--- src/rtl/game_pkg.sv ---
// Shared state encoding, playfield dimensions and default frame counts for
// the game sequencer.
package game_pkg;

    typedef enum logic [2:0] {
        ST_IDLE  = 3'd0,
        ST_CLEAR = 3'd1,
        ST_SERVE = 3'd2,
        ST_PLAY  = 3'd3,
        ST_LOST  = 3'd4,
        ST_OVER  = 3'd5
    } game_state_e;

    localparam int BRICKS_H         = 64;
    localparam int BRICKS_V         = 8;
    localparam int BRICK_COUNT_DEF  = BRICKS_H * BRICKS_V;
    localparam int SERVE_FRAMES_DEF = 60;
    localparam int OVER_FRAMES_DEF  = 180;

    // Increment that sticks at 255 instead of wrapping.
    function automatic logic [7:0] sat_inc8(input logic [7:0] v);
        return (v == 8'hFF) ? v : v + 8'd1;
    endfunction

endpackage

--- src/rtl/frame_timer.sv ---
// Loadable, saturating frame_tick counter; done flags the tick that brings
// the count up to the target.
module frame_timer
    import game_pkg::*;
(
    input  logic       clk_x5,
    input  logic       resetn,
    input  logic       load,
    input  logic [7:0] load_val,
    input  logic       tick,
    input  logic [7:0] target,
    output logic       done
);

    logic [7:0] count_r;

    // Frame count register: a load takes priority over a tick.
    always_ff @(posedge clk_x5 or negedge resetn) begin
        if (!resetn) begin
            count_r <= 8'd0;
        end else if (load) begin
            count_r <= load_val;
        end else if (tick) begin
            count_r <= sat_inc8(count_r);
        end else begin
            count_r <= count_r;
        end
    end

    // Done decode; independent of load so the parent FSM sees no loop.
    always_comb begin
        done = 1'b0;
        if (tick && (sat_inc8(count_r) >= target)) begin
            done = 1'b1;
        end else begin
            done = 1'b0;
        end
    end

endmodule

--- src/rtl/game_sequencer.sv ---
// Top-level game flow FSM: idle, brick clear sweep, serve, play, lost, over.
// Define GAME_SEQ_ATTRACT_EN to keep the ball bouncing while idle.
module game_sequencer
    import game_pkg::*;
#(
    parameter int BRICK_COUNT  = BRICK_COUNT_DEF,
    parameter int SERVE_FRAMES = SERVE_FRAMES_DEF,
    parameter int OVER_FRAMES  = OVER_FRAMES_DEF
)(
    input  logic       clk_x5,
    input  logic       resetn,
    input  logic       pix_en,
    input  logic       frame_tick,
    input  logic       start_btn,
    input  logic       ball_lost,
    input  logic       bricks_zero,
    input  logic [3:0] lives,
    output logic [2:0] state,
    output logic       ball_run,
    output logic       ball_reset,
    output logic       declives,
    output logic       stats_reset,
    output logic       brick_clr_we,
    output logic [8:0] brick_clr_addr,
    output logic       brick_clr_busy
);

    localparam logic [8:0] LAST_ADDR = 9'(BRICK_COUNT - 1);
    localparam logic [7:0] SERVE_TGT = 8'(SERVE_FRAMES);
    localparam logic [7:0] OVER_TGT  = 8'(OVER_FRAMES);
`ifdef GAME_SEQ_ATTRACT_EN
    localparam logic IDLE_RUN = 1'b1;
`else
    localparam logic IDLE_RUN = 1'b0;
`endif

    game_state_e state_r, next_s;
    logic        ball_run_r, ball_reset_r, declives_r, stats_reset_r;
    logic        clr_we_r, clr_busy_r;
    logic [8:0]  clr_addr_r;
    logic        ball_run_s, ball_reset_s, declives_s, stats_reset_s, clr_we_s;
    logic        frame_load_s, frame_done_s;
    logic [7:0]  frame_tgt_s;

    frame_timer u_frame_timer (
        .clk_x5   (clk_x5),
        .resetn   (resetn),
        .load     (frame_load_s),
        .load_val (8'd0),
        .tick     (frame_tick),
        .target   (frame_tgt_s),
        .done     (frame_done_s)
    );

    // Counter restarts on every state change; OVER uses the longer target.
    assign frame_load_s = (next_s != state_r);

    // Frame target selection.
    always_comb begin
        frame_tgt_s = SERVE_TGT;
        if (state_r == ST_OVER) begin
            frame_tgt_s = OVER_TGT;
        end else begin
            frame_tgt_s = SERVE_TGT;
        end
    end

    // Next-state and next-pulse decode.
    always_comb begin
        next_s        = state_r;
        ball_reset_s  = 1'b0;
        declives_s    = 1'b0;
        stats_reset_s = 1'b0;
        clr_we_s      = 1'b0;
        case (state_r)
            ST_IDLE: begin
                if (start_btn) begin
                    next_s        = ST_CLEAR;
                    stats_reset_s = 1'b1;
                end else begin
                    next_s = ST_IDLE;
                end
            end
            ST_CLEAR: begin
                // The final write is already on the port; leave once it retires.
                if (clr_we_r && (clr_addr_r == LAST_ADDR)) begin
                    next_s       = ST_SERVE;
                    ball_reset_s = 1'b1;
                end else begin
                    clr_we_s = pix_en;
                end
            end
            ST_SERVE: begin
                if (frame_done_s) next_s = ST_PLAY;
                else              next_s = ST_SERVE;
            end
            ST_PLAY: begin
                if (ball_lost) begin
                    next_s     = ST_LOST;
                    declives_s = 1'b1;
                end else if (bricks_zero) begin
                    next_s = ST_CLEAR;
                end else begin
                    next_s = ST_PLAY;
                end
            end
            ST_LOST: begin
                if (frame_tick) begin
                    if (lives == 4'd0) begin
                        next_s = ST_OVER;
                    end else begin
                        next_s       = ST_SERVE;
                        ball_reset_s = 1'b1;
                    end
                end else begin
                    next_s = ST_LOST;
                end
            end
            ST_OVER: begin
                if (frame_done_s) next_s = ST_IDLE;
                else              next_s = ST_OVER;
            end
            default: begin
                next_s = ST_IDLE;
            end
        endcase
        ball_run_s = (next_s == ST_PLAY) || ((next_s == ST_IDLE) && IDLE_RUN);
    end

    // State and registered output flops.
    always_ff @(posedge clk_x5 or negedge resetn) begin
        if (!resetn) begin
            state_r       <= ST_IDLE;
            ball_run_r    <= 1'b0;
            ball_reset_r  <= 1'b0;
            declives_r    <= 1'b0;
            stats_reset_r <= 1'b0;
            clr_we_r      <= 1'b0;
            clr_busy_r    <= 1'b0;
        end else begin
            state_r       <= next_s;
            ball_run_r    <= ball_run_s;
            ball_reset_r  <= ball_reset_s;
            declives_r    <= declives_s;
            stats_reset_r <= stats_reset_s;
            clr_we_r      <= clr_we_s;
            clr_busy_r    <= (next_s == ST_CLEAR);
        end
    end

    // Sweep address: advances after each write, held at 0 outside a sweep.
    always_ff @(posedge clk_x5 or negedge resetn) begin
        if (!resetn) begin
            clr_addr_r <= 9'd0;
        end else if ((state_r != ST_CLEAR) || (next_s != ST_CLEAR)) begin
            clr_addr_r <= 9'd0;
        end else if (clr_we_r) begin
            clr_addr_r <= clr_addr_r + 9'd1;
        end else begin
            clr_addr_r <= clr_addr_r;
        end
    end

    assign state          = state_r;
    assign ball_run       = ball_run_r;
    assign ball_reset     = ball_reset_r;
    assign declives       = declives_r;
    assign stats_reset    = stats_reset_r;
    assign brick_clr_we   = clr_we_r;
    assign brick_clr_addr = clr_addr_r;
    assign brick_clr_busy = clr_busy_r;

endmodule

--- config.mk ---
export PLATFORM = sky130hd
export DESIGN_NAME = game_sequencer
export DESIGN_NICKNAME = d
export VERILOG_FILES = /design/src/rtl/game_pkg.sv /design/src/rtl/frame_timer.sv /design/src/rtl/game_sequencer.sv
export SDC_FILE = /design/constraint.sdc
export NUM_CORES = 1
export LEC_CHECK = 0
export BUFFER_PORTS_ARGS = -buffer_cell sky130_fd_sc_hd__buf_4
export CAP_MARGIN = 40
export CORE_MARGIN = 3
export CORE_UTILIZATION = 35
export DETAILED_ROUTE_END_ITERATION = 10
export SYNTH_ARGS = -nofsm -noshare
export SYNTH_HDL_FRONTEND = slang
export SYNTH_SLANG_ARGS = --single-unit
--- constraint.sdc ---
create_clock -name clk_x5 -period 7.3 [get_ports clk_x5]
set_clock_uncertainty 0.2 [all_clocks]
set_input_delay 1.46 -clock clk_x5 [delete_from_list [all_inputs] [get_ports clk_x5]]
set_output_delay 1.46 -clock clk_x5 [all_outputs]
set_load 0.03 [all_outputs]
==> results.md <==
| Item | Value | Unit |
|:---|:---|:---|
| WL final | 3800 | µm |
| Count of port buffers added during placement | 28 | - |
| CP max stage cell | dfrtp_1 | - |
| Critical path startpoint category | flip-flop | - |
| M1 wire length | 1670 | µm |
| Top metal layer carrying routed signals | met4 | - |
| Number of gates given a new drive strength after cts | 0 | - |
| Area after DPL | 1840 | µm² |
| Yosys Warn Count | 0 | - |
| Die boundary height | 73.5 | µm |
| Highest-count cells in the layout ignoring fill and taps | 28 x buf_4, 26 x dfrtp_1, 18 x nand2_1 | - |
| Sum of internal, switching and leakage power | 0.591 | mW |
| Final Hold Fails | 0 | - |
| CP max FO | 8 | - |
| Number of routed nets with antenna violations | 0 | - |
| Seq/Total Area, Yosys | 40.8 | % |
| Fraction of final layout cells with drive strength greater than 1 | 23.0 | % |
| TritonCTS clock tree | done | - |
| Synthesis-to-finish area growth | 19.9 | % |
| Post-synthesis area per instance | 9.37 | µm² |
| End of the worst hold path | brick_clr_addr[8] | - |
| FF+latch area | 651 | µm² |
| Post-synthesis async set-or-reset flop share | 100 | % |
| Number of different library cells in the post-synthesis netlist | 47 | - |
| RSZ-0062 raised after global routing | no | - |
| Library cell used as clock root buffer | clkbuf_8 | - |
| Highest ir drop seen on vdd | 0.182 | mV |
| Multi-input gate area | 885 | µm² |
| Reg-to-Reg End | u_frame_timer.count_r[0] | - |
| Element type at the critical path end | flip-flop | - |
| Number of post-CTS setup repair buffers | 0 | - |
| Worst min-delay path startpoint | brick_clr_addr[8] | - |
| Core area | 4200 | µm² |
| Reg-to-reg setup timing slack | 4.08 | ns |
| Final setup violation count | 0 | - |
| Post-synthesis net count | 186 | - |
| Total Routing Usage GR | 14.8 | % |
| Clk slew on worst S/H paths | 0.10 | ns |
| Post-cts hold buffer count | 0 | - |
| Level count of the clock H-tree | 1 | - |
| Via count of the first global-routing pass | 1361 | - |
| HPWL after DPL | 2760 | µm |
| Max_cap viols | 0 | - |
| Weighted congestion at the end of routability-driven global placement | 0.862 | - |
| Max Clk Rate | 311 | MHz |
| Req. time, crit path | 7.23 | ns |
| Slew headroom | 57.3 | % |
| Net count, final | 213 | - |
| Number of placement rows | 23 | - |
| Reg2reg start | u_frame_timer.count_r[2] | - |
| Number of remaining DRC errors | 0 | - |
| Ys flop type | dfrtp_1 | - |
| Worst-path cell chain | nand3_2 -> nor2_1 -> mux2_2 -> ha_1 -> inv_1 -> o41ai_2 -> o21ai_2 -> a32oi_2 -> nor3_1 | - |
| Clock Latency Late Sink | 0.27 | ns |
| Met2 Wirelength | 1870 | µm |
| Largest stage delay, worst path | 0.53 | ns |
| Clock tree sinks | 26 | - |
| Most frequent standard cell in the layout excluding fill and tap cells | buf_4 | - |
| Pre-CTS setup slack | 4.00 | ns |
| Number of I/O pins | 29 | - |
| Synth Instances | 170 | - |
| Fillers | 410 | - |
| Pins over their slew limit | 0 | - |
| Number of CTS-inserted buffers | 3 | - |
| Number of enable-type register cells in the synthesized netlist | 0 | - |
| Summed instance area of the synthesized netlist | 1590 | µm² |
| Final min period | 3.22 | ns |
| Pin slew with the least headroom to its limit | 0.635 | ns |
| Category of the critical setup timing path | reg -> reg | - |
| Tcrit/Tclk final | 44.1 | % |
| Worst R2R Path Depth | 9 | - |
| Vias/cell | 5.67 | - |
| Worst EP arrival | 3.15 | ns |
| Leftover overflow at the end of global routing | 0 | - |
| Cell family with most CP delay | compound AO/OA/AOI/OAI gates | - |
| Standby leakage power | 0.895 | nW |
| Number of antenna diodes | 0 | - |
| Post-route standard cell area excluding fillers | 1910 | µm² |
| Pin count of the biggest net entering global routing | 27 | - |
| Hold Path Class | reg -> reg | - |
| Depth of the worst hold-timing path | 2 | - |
| Final-layout setup total negative slack | 0 | ns |
| Wire length on met3 | 197 | µm |
| Die Span X | 73.5 | µm |
| Initial core utilization | 37.9 | % |
| Clock Path Buffers | 2 | - |
| P per Cell Area | 310 | nW/µm² |
| Full die area | 5400 | µm² |
| TritonRoute pass-1 iters | 4 | - |
| Detailed-route via count | 1394 | - |
| Setup ws final | 4.08 | ns |
| Iteration-0 DRC Markers | 71 | - |
| Outcome | finished, final reports clean | - |
| Initial antenna violation count | 0 | - |
| Post-detailed-route wirelength per cell | 15.5 | µm |
| Synth Register Bits | 26 | - |
| Total buffers and inverters traversed by the critical path | 1 | - |
| Wire length of the first global-routing pass | 6340 | µm |
[power breakdown]
group | switching, mW | internal (mW) | leakage (nW) | total, mW
sequential | 0.0603 | 0.182 | 0.325 | 0.243
clock | 0.0470 | 0.0734 | 0.0357 | 0.120
combinational | 0.135 | 0.0936 | 0.534 | 0.228
total | 0.242 | 0.349 | 0.895 | 0.591
[layer usage]
metal | global-route usage [%] | up-vias
met2 | 24.8 | 38
met1 | 18.8 | 677
met3 | 3.69 | 6
met5 | 0 | -
li1 | - | 673
met4 | 4.23 | 0
[cell usage after synthesis, types with 3 or more instances]
library cell,n,share of area (%)
nand4_1,4,1.6
buf_2,3,0.94
nor3_1,10,3.1
ha_1,5,3.9
a31oi_1,4,1.6
o21ai_0,6,1.9
nor2_1,14,3.3
xor2_1,6,3.3
nand3_1,7,2.2
inv_1,8,1.9
and3_1,4,1.6
nand2_1,18,4.2
nand2b_1,3,1.2
xnor2_1,3,1.6
mux2i_1,5,3.1
a21oi_1,10,3.1
dfrtp_1,26,41
[worst min-delay path, cell delays in order (launching register included)]
cell and delay [ns]:
dfrtp_1 0.39, mux2i_1 0.08, nor2_1 0.08
[state kept, by name, summed over array words and instances (netlist names)]
register,count
brick_clr_addr,9
u_frame_timer.count_r,8
state,3
ball_reset,1
ball_run,1
brick_clr_busy,1
brick_clr_we,1
declives,1
stats_reset,1
[how the worst max path moves through the flow]
stage / startpoint / endpoint / slack (ns) / cells after the start
6_report: u_frame_timer.count_r[2] / u_frame_timer.count_r[0] / 4.08 / 9
2_1_floorplan: lives[1] / u_frame_timer.count_r[2] / 4.37 / 5
4_1_cts: u_frame_timer.count_r[2] / u_frame_timer.count_r[0] / 4.07 / 9
5_1_grt: u_frame_timer.count_r[2] / u_frame_timer.count_r[0] / 3.92 / 9
3_5_place_dp: lives[1] / u_frame_timer.count_r[2] / 4.00 / 6
3_3_place_gp: lives[1] / u_frame_timer.count_r[2] / 4.11 / 6
[metrics by stage]
stage,instances,utilization (%),hold slack (ns)
3_3_place_gp,242,43.7,0.344
3_5_place_dp,242,43.7,0.358
5_1_grt,246,45.4,0.420
2_1_floorplan,170,-,0.387
6_report,246,45.4,0.374
4_1_cts,246,45.4,0.383
[kinds of logic after synthesis]
family                   count (synthesis)  synth area share (%)
adder cells (fa/ha/maj)                  5                  3.93
buffers and inverters                   14                  3.61
multiplexers                             6                  3.85
AO/OA/AOI/OAI                           38                  18.5
XOR/XNOR                                 9                  4.95
flip-flops                              26                  40.8
AND/OR/NAND/NOR                         72                  24.4
[area by class of cell]
type | count | area share [%]
repair buffers | 28 | 11.0
clock inverters | 1 | 1.57
clock buffers | 3 | 2.16
well taps | 50 | 3.28
multi-input cells | 130 | 46.3
inverters | 8 | 1.57
flip-flops and latches | 26 | 34.1
Power figures use the tool's default switching activity.
